==> src/rtl/spi_reg_pkg.sv <==
// spi_reg_pkg: shared state encoding and frame geometry for the SPI register bridge
package spi_reg_pkg;
  typedef enum logic [2:0] {IDLE, CMD, RD_REQ, DATA, WR_REQ, DONE} spi_state_t;
  function automatic int frame_len(input int addr_w, input int reg_w);
    return 1 + addr_w + reg_w;
  endfunction
endpackage

==> src/rtl/spi_sync.sv <==
// spi_sync: 2-FF synchronizer with rise/fall detection for an asynchronous pin
module spi_sync #(
  parameter logic INIT = 1'b0
) (
  input  logic clk,
  input  logic rst,
  input  logic d,
  output logic lvl,
  output logic rise,
  output logic fall
);
  logic [2:0] s;
  always_ff @(posedge clk or posedge rst)
    if (rst) s <= {3{INIT}};
    else s <= {s[1:0], d};
  assign lvl = s[1];
  assign rise = s[1] & ~s[2];
  assign fall = ~s[1] & s[2];
endmodule

==> src/rtl/spi_reg_bridge.sv <==
// spi_reg_bridge: oversampled SPI mode-0 target issuing single register-bank accesses
module spi_reg_bridge
  import spi_reg_pkg::*;
#(
  parameter int REG_W  = 8,
  parameter int ADDR_W = 7,
  parameter int ACK_TO = 4
) (
  input  logic              clk,
  input  logic              rst,
  input  logic              ena,
  input  logic              sclk,
  input  logic              cs_n,
  input  logic              mosi,
  output logic              miso,
  output logic              miso_oe,
  output logic              wr_rdn,
  output logic [ADDR_W-1:0] addr,
  output logic [REG_W-1:0]  wdata,
  output logic              we,
  input  logic [REG_W-1:0]  rdata,
  input  logic              ack,
  input  logic              err,
  output logic              frame_err
);
  localparam int N  = frame_len(ADDR_W, REG_W);
  localparam int CW = $clog2(N + 1);
  localparam int TW = $clog2(ACK_TO + 1);
  spi_state_t state;
  logic [CW-1:0] cnt;
  logic [TW-1:0] wcnt;
  logic [ADDR_W-1:0] cmd;
  logic [REG_W-1:0] sr, rx;
  logic first, fall_d;
  logic sclk_lvl, sclk_rise, sclk_fall, cs_lvl, cs_rise, cs_fall, mosi_s, mosi_rise, mosi_fall;
  logic unused_sync;
  logic [ADDR_W:0] cmd_next;
  logic [REG_W-1:0] rx_next;
  logic wait_done;
  spi_sync u_sclk (.clk(clk), .rst(rst), .d(sclk), .lvl(sclk_lvl), .rise(sclk_rise), .fall(sclk_fall));
  spi_sync #(.INIT(1'b1)) u_cs (.clk(clk), .rst(rst), .d(cs_n), .lvl(cs_lvl), .rise(cs_rise), .fall(cs_fall));
  spi_sync u_mosi (.clk(clk), .rst(rst), .d(mosi), .lvl(mosi_s), .rise(mosi_rise), .fall(mosi_fall));
  assign unused_sync = ^{sclk_lvl, mosi_rise, mosi_fall};
  assign cmd_next = {cmd, mosi_s};
  assign rx_next = {rx[REG_W-2:0], mosi_s};
  assign wait_done = wcnt == TW'(ACK_TO - 1);
  assign miso_oe = ena && state != IDLE;
  assign we = ena && state == WR_REQ;
  always_ff @(posedge clk or posedge rst)
    if (rst) begin
      state <= IDLE;
      cnt <= '0;
      wcnt <= '0;
      cmd <= '0;
      sr <= '0;
      rx <= '0;
      first <= 1'b0;
      fall_d <= 1'b0;
      miso <= 1'b0;
      wr_rdn <= 1'b0;
      addr <= '0;
      wdata <= '0;
      frame_err <= 1'b0;
    end else begin
      frame_err <= 1'b0;
      fall_d <= cs_fall;
      miso <= state == DATA ? sr[REG_W-1] : 1'b0;
      if (!ena) state <= IDLE;
      else case (state)
        // fall_d catches a select that dropped on the very cycle IDLE was re-entered
        IDLE: if (cs_fall || fall_d) begin
          state <= CMD;
          cnt <= '0;
        end
        CMD: if (cs_rise) begin
          frame_err <= 1'b1;
          state <= IDLE;
        end else if (sclk_rise) begin
          cmd <= cmd_next[ADDR_W-1:0];
          cnt <= cnt + 1'b1;
          if (cnt == CW'(ADDR_W)) begin
            wr_rdn <= cmd_next[ADDR_W];
            addr <= cmd_next[ADDR_W-1:0];
            first <= 1'b1;
            wcnt <= '0;
            sr <= '0;
            state <= cmd_next[ADDR_W] ? DATA : RD_REQ;
          end
        end
        RD_REQ: begin
          wcnt <= wcnt + 1'b1;
          if (sclk_fall) first <= 1'b0;
          if (ack || wait_done) begin
            sr <= (ack && !err) ? rdata : '1;
            frame_err <= !ack || err;
            state <= cs_lvl ? IDLE : DATA;
          end
        end
        // the first falling edge seen belongs to the last command bit and must not shift
        DATA: if (cs_rise) begin
          frame_err <= 1'b1;
          state <= IDLE;
        end else begin
          if (sclk_fall) begin
            first <= 1'b0;
            if (!first) sr <= {sr[REG_W-2:0], 1'b0};
          end
          if (sclk_rise) begin
            rx <= rx_next;
            cnt <= cnt + 1'b1;
            if (cnt == CW'(N - 1)) begin
              wcnt <= '0;
              if (wr_rdn) wdata <= rx_next;
              state <= wr_rdn ? WR_REQ : DONE;
            end
          end
        end
        WR_REQ: begin
          wcnt <= wcnt + 1'b1;
          if (ack || wait_done) begin
            frame_err <= !ack || err;
            state <= cs_lvl ? IDLE : DONE;
          end
        end
        DONE: if (cs_rise) state <= IDLE;
        default: state <= IDLE;
      endcase
    end
endmodule

==> config.mk <==
export PLATFORM = sky130hd
export DESIGN_NAME = spi_reg_bridge
export DESIGN_NICKNAME = d
export VERILOG_FILES = /design/src/rtl/spi_reg_pkg.sv /design/src/rtl/spi_sync.sv /design/src/rtl/spi_reg_bridge.sv
export SDC_FILE = /design/constraint.sdc
export NUM_CORES = 1
export LEC_CHECK = 0
export ABC_AREA = 1
export ABC_CLOCK_PERIOD_IN_PS = 4500
export CAP_MARGIN = 30
export CORE_ASPECT_RATIO = 1.2
export CORE_UTILIZATION = 38
export CTS_BUF_LIST = sky130_fd_sc_hd__clkbuf_8
export CTS_CLUSTER_SIZE = 25
export DETAILED_ROUTE_END_ITERATION = 12
export DONT_BUFFER_PORTS = 1
export GPL_TIMING_DRIVEN = 1
export PLACE_DENSITY_LB_ADDON = 0.2
export SETUP_SLACK_MARGIN = 0.2
export SYNTH_ARGS = -nofsm -noshare
export SYNTH_HDL_FRONTEND = slang
export SYNTH_SLANG_ARGS = --single-unit
==> constraint.sdc <==
create_clock -name clk -period 4.5 [get_ports clk]
set_input_delay 0.225 -clock clk [delete_from_list [all_inputs] [get_ports clk]]
set_output_delay 0.225 -clock clk [all_outputs]
set_load 0.01 [all_outputs]
==> results of run 1 <==
power by group through the flow:
stage	combinational [mW]	sequential (mW)	clock (mW)
2_1_floorplan	0.304	0.642	0
3_3_place_gp	0.377	0.654	0
3_5_place_dp	0.378	0.655	0
4_1_cts	0.382	0.644	0.576
5_1_grt	0.441	0.652	0.600
6_report	0.377	0.644	0.557
worst max-delay path by stage:
stage	startpoint	endpoint	slack (ns)	cells after the start
final	state[2]$_DFFE_PP0P_	wdata[5]$_DFFE_PP0P_	2.45	7
after global routing	state[2]$_DFFE_PP0P_	wdata[0]$_DFFE_PP0P_	2.25	7
after CTS	state[2]$_DFFE_PP0P_	wdata[1]$_DFFE_PP0P_	2.45	7
after detailed placement	state[2]$_DFFE_PP0P_	wdata[3]$_DFFE_PP0P_	2.45	7
after global placement	state[2]$_DFFE_PP0P_	wdata[4]$_DFFE_PP0P_	2.47	7
after floorplan	rst	addr[0]$_DFFE_PP0P_	2.77	1
stage by stage:
step                      hold slack [ns]  setup slack (ns)  total power [mW]  instances
after global placement              0.230              2.47              1.03        439
final                             -0.0250              2.45              1.58        458
after detailed placement            0.230              2.45              1.03        439
after global routing               0.0540              2.25              1.69        458
after CTS                         0.00798              2.45              1.60        458
after floorplan                     0.229              2.77             0.946        356
layer usage:
metal  vias to the layer above  share of wire [%]
met3                         6                6.8
li1                       1135                  -
met1                      1014                 46
met5                         -                  0
met4                         0               0.93
met2                        46                 46
Yosys cell counts, drive strengths merged:
master and number:
a21oi 7, buf 5, clkbuf 3, dfrtp 58
dfstp 3, ha 4, inv 45, nand2 122
nand3 29, nand3b 3, nor2 28, o21ai 45
o22ai 1, or2 2, xor2 1
cell families (layout without fill, tap and decap cells):
kind of cell | count (synthesis) | count (layout) | share of synthesized area, %
and+or+nand+nor | 184 | 184 | 27.4
DFF | 61 | 61 | 52.6
AOI/OAI and AO/OA | 53 | 53 | 10.5
buffers and inverters | 53 | 65 | 7.48
adders and majority gates | 4 | 4 | 1.72
xor gates and xnor gates | 1 | 1 | 0.301
sequential cells by signal, indices dropped and copies added (netlist names), 2 cells and up:
name and count:
addr 7, cmd 7, cnt 5, rx 7, sr 8, state 3
u_cs.s 3, u_mosi.s 2, u_sclk.s 3, wcnt 3, wdata 8
worst max-delay path, stage by stage (launching register included):
cell and delay [ns]:
sky130_fd_sc_hd__dfrtp_1 0.42, sky130_fd_sc_hd__inv_2 0.15, sky130_fd_sc_hd__nand3_2 0.14, sky130_fd_sc_hd__inv_2 0.21, sky130_fd_sc_hd__nand3_1 0.42, sky130_fd_sc_hd__nand3b_4 0.41, sky130_fd_sc_hd__nand2_1 0.10, sky130_fd_sc_hd__o21ai_1 0.07
cell usage in the layout (no fill, tap or decap), types with 2 or more instances in the layout:
master,n
sky130_fd_sc_hd__clkbuf_8,11
sky130_fd_sc_hd__inv_2,7
sky130_fd_sc_hd__dfstp_2,3
sky130_fd_sc_hd__a21oi_1,6
sky130_fd_sc_hd__nand3b_1,2
sky130_fd_sc_hd__o21ai_1,11
sky130_fd_sc_hd__o21ai_0,25
sky130_fd_sc_hd__nand2_1,118
sky130_fd_sc_hd__nor2_1,26
sky130_fd_sc_hd__nand2_2,4
sky130_fd_sc_hd__bufinv_16,2
sky130_fd_sc_hd__o21ai_2,9
sky130_fd_sc_hd__nand3_1,27
sky130_fd_sc_hd__dfrtp_1,58
sky130_fd_sc_hd__ha_1,4
sky130_fd_sc_hd__clkinv_4,2
sky130_fd_sc_hd__nor2_4,2
sky130_fd_sc_hd__dlygate4sd3_1,3
sky130_fd_sc_hd__inv_1,38
final cells by class:
| cell class | count | area, sq um |
|---|---|---|
| flip-flops and latches | 61 | 1530 |
| inverters | 45 | 169 |
| clock buffers | 11 | 151 |
| multi-input cells | 242 | 1160 |
| repair buffers | 4 | 37.5 |
| well taps | 90 | 113 |
| clock inverters | 5 | 82.6 |
| fillers | 752 | 4070 |
==> results summary, run 1 <==
The number of unique standard cell types used by synthesis came out at 26. The number of vias per cell after detailed routing came out at 4.81. The global routing stage identified its most utilized layer as met2. The worst path in the final design needs a cycle of 2.05 ns, including I/O delays and setup. The share of total power dissipated in sequential elements is 40.8%. The internal portion of the total power is between 1 and 1.5 mW. The area growth from synthesis to layout came out at 11.5%.

CTS built an H-tree with a depth of 3. The first global-routing pass estimated 10200 um of wire. The peak clock frequency supported by timing came out at between 400 and 500 MHz. For the worst setup path, the data required time is 4.72 ns. For this run, design rule violations remaining after detail routing come to 0.

The final reports fail on negative hold slack. The fraction of layout instances using a drive strength above 1 is 12.8%. The Yosys warning count came out at 0. TritonCTS built the clock tree.

Setup repair after global routing left no endpoint under its margin. In this run the worst hold path is classified as in2async. The static leakage power is 1.62 nW. The tightest slew margin relative to the limit is 49.6%. Data on the critical path arrives at its endpoint at 2.27 ns. The launch point of the worst reg-to-reg path is state[2]$_DFFE_PP0P_.

The cell count after synthesis came out at 356. The cell area that synthesis handed to floorplanning was about 2900 sq um. The number of nets produced by synthesis is about 380. The remaining number of nets flagged by the antenna check after routing came out at 0. The endpoint identified for the worst register-to-register timing path is wdata[5]$_DFFE_PP0P_.

The number of slew-limit violations in the final report came out at 0. The count of final setup violators came out at 0. The sequential share of the synthesized area came out at 52.6%. The total net switching power came out at 0.529 mW. The post-cts hold buffer count is 3. The relative contribution of the clock network to total power is 35.3%. The number of rows in the core area is 34. The number of nets in the finished design is 383. The placement-stage cell area came out at 2980 sq um.

In this run the worst path has a maximum fanout of 16. STA classifies the critical path startpoint as a flip-flop. The average routed wire per standard cell is 12.5 um. For this block, the routed nets add up to 5730 um of wire.

Measured along the y axis, the die boundary spans between 90 and 100 um. The run finished, with violations left. The number of buffers created by CTS is 9. Across every metal layer, demand over resource in global routing totals 16.6%.

The met3 usage in global routing is 5.23%. The post-layout instance area is 3240 sq um. The worst reg-to-reg path cell count is 7. The die outline width came out at around 82 um. The via count of the first global-routing pass came out at 2235. By area the synthesized netlist is led by sky130_fd_sc_hd__dfrtp_1, sky130_fd_sc_hd__nand2_1, sky130_fd_sc_hd__inv_1.

The switching share of power is between 30% and 40%. VDD sags by at most 0.253 mV. The total via count after detailed routing came out at 2201.

The hold slack is -0.0250 ns. The slew at the pin closest to its max-slew limit is between 0.7 and 0.8 ns. The pin count of the biggest net entering global routing came out at a little over 60.

The cell sitting at the root of the clock tree is a sky130_fd_sc_hd__clkbuf_8. Across the run, the number of max-cap violations was 0. The total power divided by cell area is approximately 490 nW/um^2. The register-to-register setup slack is 2.45 ns. The starting density of the core came out at 39.8%. The met1 capacity usage during global routing came out at 21.3%. The core region is ~7300 sq um. Detailed placement finished with a half-perimeter wire length of around 4000 um. The clock slew seen by the registers of the worst setup and hold paths is ~0.07 ns. The number of failing hold endpoints at the final stage is 25.

Combinational cells account for 23.9% of the total power. No sink is reached through more buffers than the 2 on the longest clock path. The sum of overflow across all layers after global routing came out at 0. The number of antenna diodes in the final layout is 0.

The synthesized design devotes to its leading area cell type 49.9% of total area. The initial antenna violation count came out at 0. Between clock sinks in the finished design, the worst skew comes to 0.0111 ns. The congestion estimate from routability-driven global placement came to 0.862. The area enclosed by the die boundary came out at 8010 sq um. The share of the clock period used by the worst path after layout is 45.6%. The synthesized design contains 61 register bits. The synthesized design spends more area on one cell type than any other, namely sky130_fd_sc_hd__dfrtp_1.

The routing usage on met2 is 25.0%. The number of I/O port buffers came out at 0. Measured on the finished design, the core utilization comes to 44.3%.

The mean area per synthesized cell came out at 8.17 sq um. The total iterations of the first detailed-routing run came out at 4. The I/O pin total is 36.

The clock drives 61 sinks. The number of violations reported at the end of detailed-routing iteration 0 is 91. The setup total negative slack came out at 0 ns.

The type of element capturing the critical path is a flip-flop. The critical path start-end classification is reg2reg. The total of cells resized after clock tree synthesis came out at 0. Post-CTS timing repair inserted 0 buffers for setup. The clock insertion delay at the later pin of the skew report came out at 0.34 ns.
(Power assumes the default switching activity.)
==> run 2, diff against run 1 <==
- ABC_CLOCK_PERIOD_IN_PS: 4500 -> 1900
- clock period: 4.5 -> 1.9 ns (I/O delays scaled with it)
==> run 2 against run 1 <==
Against the previous run:
- the flow now finishes without violations
- first-iteration DRC count shrank 30%
- critical path depth is 4 higher
- sequential share of layout area is 2.4 points lower
- via count grew 3.1%
- largest cell class unchanged
- wire length is 2.2% higher
- non-clock buffer count increased by 17
- global-route usage down 0.43 points
- sequential power up 140%
==> results summary, run 2 (synthesized netlist as in run 1, its figures left out) <==
The data arrival at the endpoint of the critical path is 1.90 ns (-0.37 ns). The clock insertion delay at the later pin of the skew report was 0.33 ns (about the same). The peak clock frequency supported by timing came to 611 MHz (+25%). The root cell of the clock tree is sky130_fd_sc_hd__clkbuf_8. The number of buffers created by CTS came out at 9 (unchanged). The critical path start-end classification is reg2reg. The total power divided by cell area came out at 1130 nW/um^2 (+130%). The number of failing hold endpoints at the final stage is 0 (-100%). The setup skew after layout is 0.00864 ns (-0.00241 ns).

The critical-path cell with the highest stage delay is sky130_fd_sc_hd__dfrtp_1. The starting density of the core is 39.8% (unchanged). The count of clock tree sinks came to 61 (unchanged). The final critical delay including setup and external delays is 1.64 ns (-0.416 ns). Traced cell by cell, the critical path runs through ha_2, nand2_1, nor2_1, ha_2, inv_1, nand2_2, nand2_2, a21oi_2, buf_4, nand3b_1, nand2_1.

The number of rows in the core area is 34 (unchanged). The number of H-tree levels came out at 3 (unchanged). The delay of the slowest critical-path stage came out at 0.38 ns (-0.04 ns). The fraction of layout instances using a drive strength above 1 came to 20.8% (+8.0 points). The critical path data required time is 2.17 ns (-2.55 ns). The most frequent standard cell in the layout excluding fill and tap cells is sky130_fd_sc_hd__nand2_1. The family of cells with the greatest summed delay on the critical path is simple AND/OR/NAND/NOR gates. The remaining number of nets flagged by the antenna check after routing is 0 (unchanged). The placement-stage cell area came to 3060 sq um (+2.5%).

The wire length of the first global-routing pass is 9960 um (-2.4%). The slew at the pin closest to its max-slew limit is 0.376 ns (-0.380 ns). The via count of the first global-routing pass came out at 2198 (-1.7%). The count of maximum capacitance violations came out at 0 (unchanged). The final weighted congestion in routability-driven placement came out at 0.908 (+5.3%). The share of the clock period used by the worst path after layout is 86.1% (+40 points). The peak ir drop on the vdd network came out at 0.503 mV (+99%). The sum of overflow across all layers after global routing is 0 (unchanged). The pin count of the biggest net entering global routing came out at 20 (-68%). The worst path setup slack after routing came out at 0.264 ns (-2.18 ns).

The vertical die dimension was 97.8 um (unchanged). The tightest slew margin relative to the limit is 74.9% (+25 points). The setup total negative slack is 0 ns (unchanged).

The number of buffers between clock root and the deepest sink is 2 (unchanged). The hold slack came out at 0.0490 ns (+0.0740 ns). The total via count after detailed routing is 2269 (+3.1%).

The library cells used most frequently in the layout, excluding fill and tap cells, are sky130_fd_sc_hd__nand2_1, sky130_fd_sc_hd__dfrtp_1, sky130_fd_sc_hd__inv_1, sky130_fd_sc_hd__nand3_1, sky130_fd_sc_hd__o21ai_0. The worst setup path is captured at a flip-flop. The number of placed cells counting well taps was 449 (+2.3%). The CTS tree is done. The initial antenna violation count came to 0 (unchanged). Setup repair after global routing could not meet its margin everywhere. The worst min-delay path class is in2reg. The number of vias per cell after detailed routing is 4.78 (-0.60%). The routed wire length came out at 5850 um (+2.2%). The average routed wire per standard cell came out at 12.3 um (-1.5%). The total routing resource utilization after global routing is 16.2% (-0.43 points). The run finished with clean final reports.

The startpoint kind of the worst setup timing path is a flip-flop. The clock slew seen by the registers of the worst setup and hold paths came out at 0.07 ns (about the same). The count of final setup violators came to 0 (unchanged). The top fanout value on the critical path is 3 (-13). The static leakage power came out at 1.69 nW (+3.9%). In the final layout, the registers with the most flip-flops are sr x8, wdata x8.

The core area is 7320 sq um (unchanged). The number of nets in the finished design is 400 (+4.4%). Relative to the synthesized area, the layout overhead comes to 17.5%. The antenna diode instance count is 0 (unchanged). The total iterations of the first detailed-routing run came to 4 (unchanged). The number of remaining DRC errors is 0 (unchanged). The post-layout instance area came to 3420 sq um (+5.4%). The die outline width came to 81.9 um (unchanged). The number of slew-limit violations in the final report came to 0 (unchanged). The number of violations reported at the end of detailed-routing iteration 0 is 64 (-30%).

The count of buffering cells on the critical path with inverters included was 2 (unchanged). The number of I/O port buffers came out at 0 (unchanged). The post-layout instance count excluding filler cells came out at 475 (+3.7%). The worst setup slack before clock tree synthesis was 0.138 ns (-2.32 ns). The I/O pin total is 36 (unchanged). The area enclosed by the die boundary is 8010 sq um (unchanged).

The half-perimeter wire length after placement was 4180 um (+4.1%).
-- run 2: repair_timing --
item | CTS | global route
hold buffers | 5 | 0
endpoints found under the setup margin | 11 | 37
buffers inserted | 1 | 4
endpoints found under the hold margin | 18 | 0
pin swaps | 1 | 8
resized for setup | 1 | 23
-- run 2: layout make-up --
cell class                 instances  area (sq um)
multi-input combinational        242          1210
tap                               90           113
clock inverter                     7          91.3
clock buffer                       9           124
inverter                          45           174
sequential                        61          1530
fill                             733          3900
timing repair buffer              21           174
-- run 2: final timing paths --
kind	slack, ns	depth (start not counted)	to	start
worst max-delay path	0.26	11	wcnt[1]$_DFFE_PP0P_	cnt[1]$_DFFE_PP0P_
worst min-delay path	0.05	4	sr[3]$_DFFE_PP0P_	rdata[3]
worst max register to register	0.26	11	wcnt[1]$_DFFE_PP0P_	cnt[1]$_DFFE_PP0P_
worst min register to register	0.36	0	u_cs.s[1]$_DFF_PP1_	u_cs.s[0]$_DFF_PP1_
max in group asynchronous	1.06	3	u_cs.s[0]$_DFF_PP1_	rst
min in group asynchronous	0.20	2	cnt[1]$_DFFE_PP0P_	rst
-- run 2: stage by stage --
step / util (%) / power, mW
floorplan: - / 2.24
global route: 46.7 / 4.13
finish: 46.7 / 3.86
CTS: 45.5 / 3.79
global placement: 41.8 / 2.49
detailed placement: 41.8 / 2.49
-- run 2: power breakdown --
part	switching, mW	internal (mW)
registers	0.108	1.42
clock network	0.510	0.731
logic	0.707	0.383
total	1.33	2.54
-- run 2: worst register-to-register path, stage by stage (launching register included) --
cell	delay, ns
sky130_fd_sc_hd__dfrtp_1	0.38
sky130_fd_sc_hd__ha_2	0.21
sky130_fd_sc_hd__nand2_1	0.06
sky130_fd_sc_hd__nor2_1	0.12
sky130_fd_sc_hd__ha_2	0.18
sky130_fd_sc_hd__inv_1	0.04
sky130_fd_sc_hd__nand2_2	0.07
sky130_fd_sc_hd__nand2_2	0.05
sky130_fd_sc_hd__a21oi_2	0.17
sky130_fd_sc_hd__buf_4	0.15
sky130_fd_sc_hd__nand3b_1	0.07
sky130_fd_sc_hd__nand2_1	0.06
-- run 2: metal layers --
layer	global-route usage (%)	wire (um)
met1	21.5	2740
met2	24.1	2690
met3	6.36	355
met4	4.72	68
met5	0	0
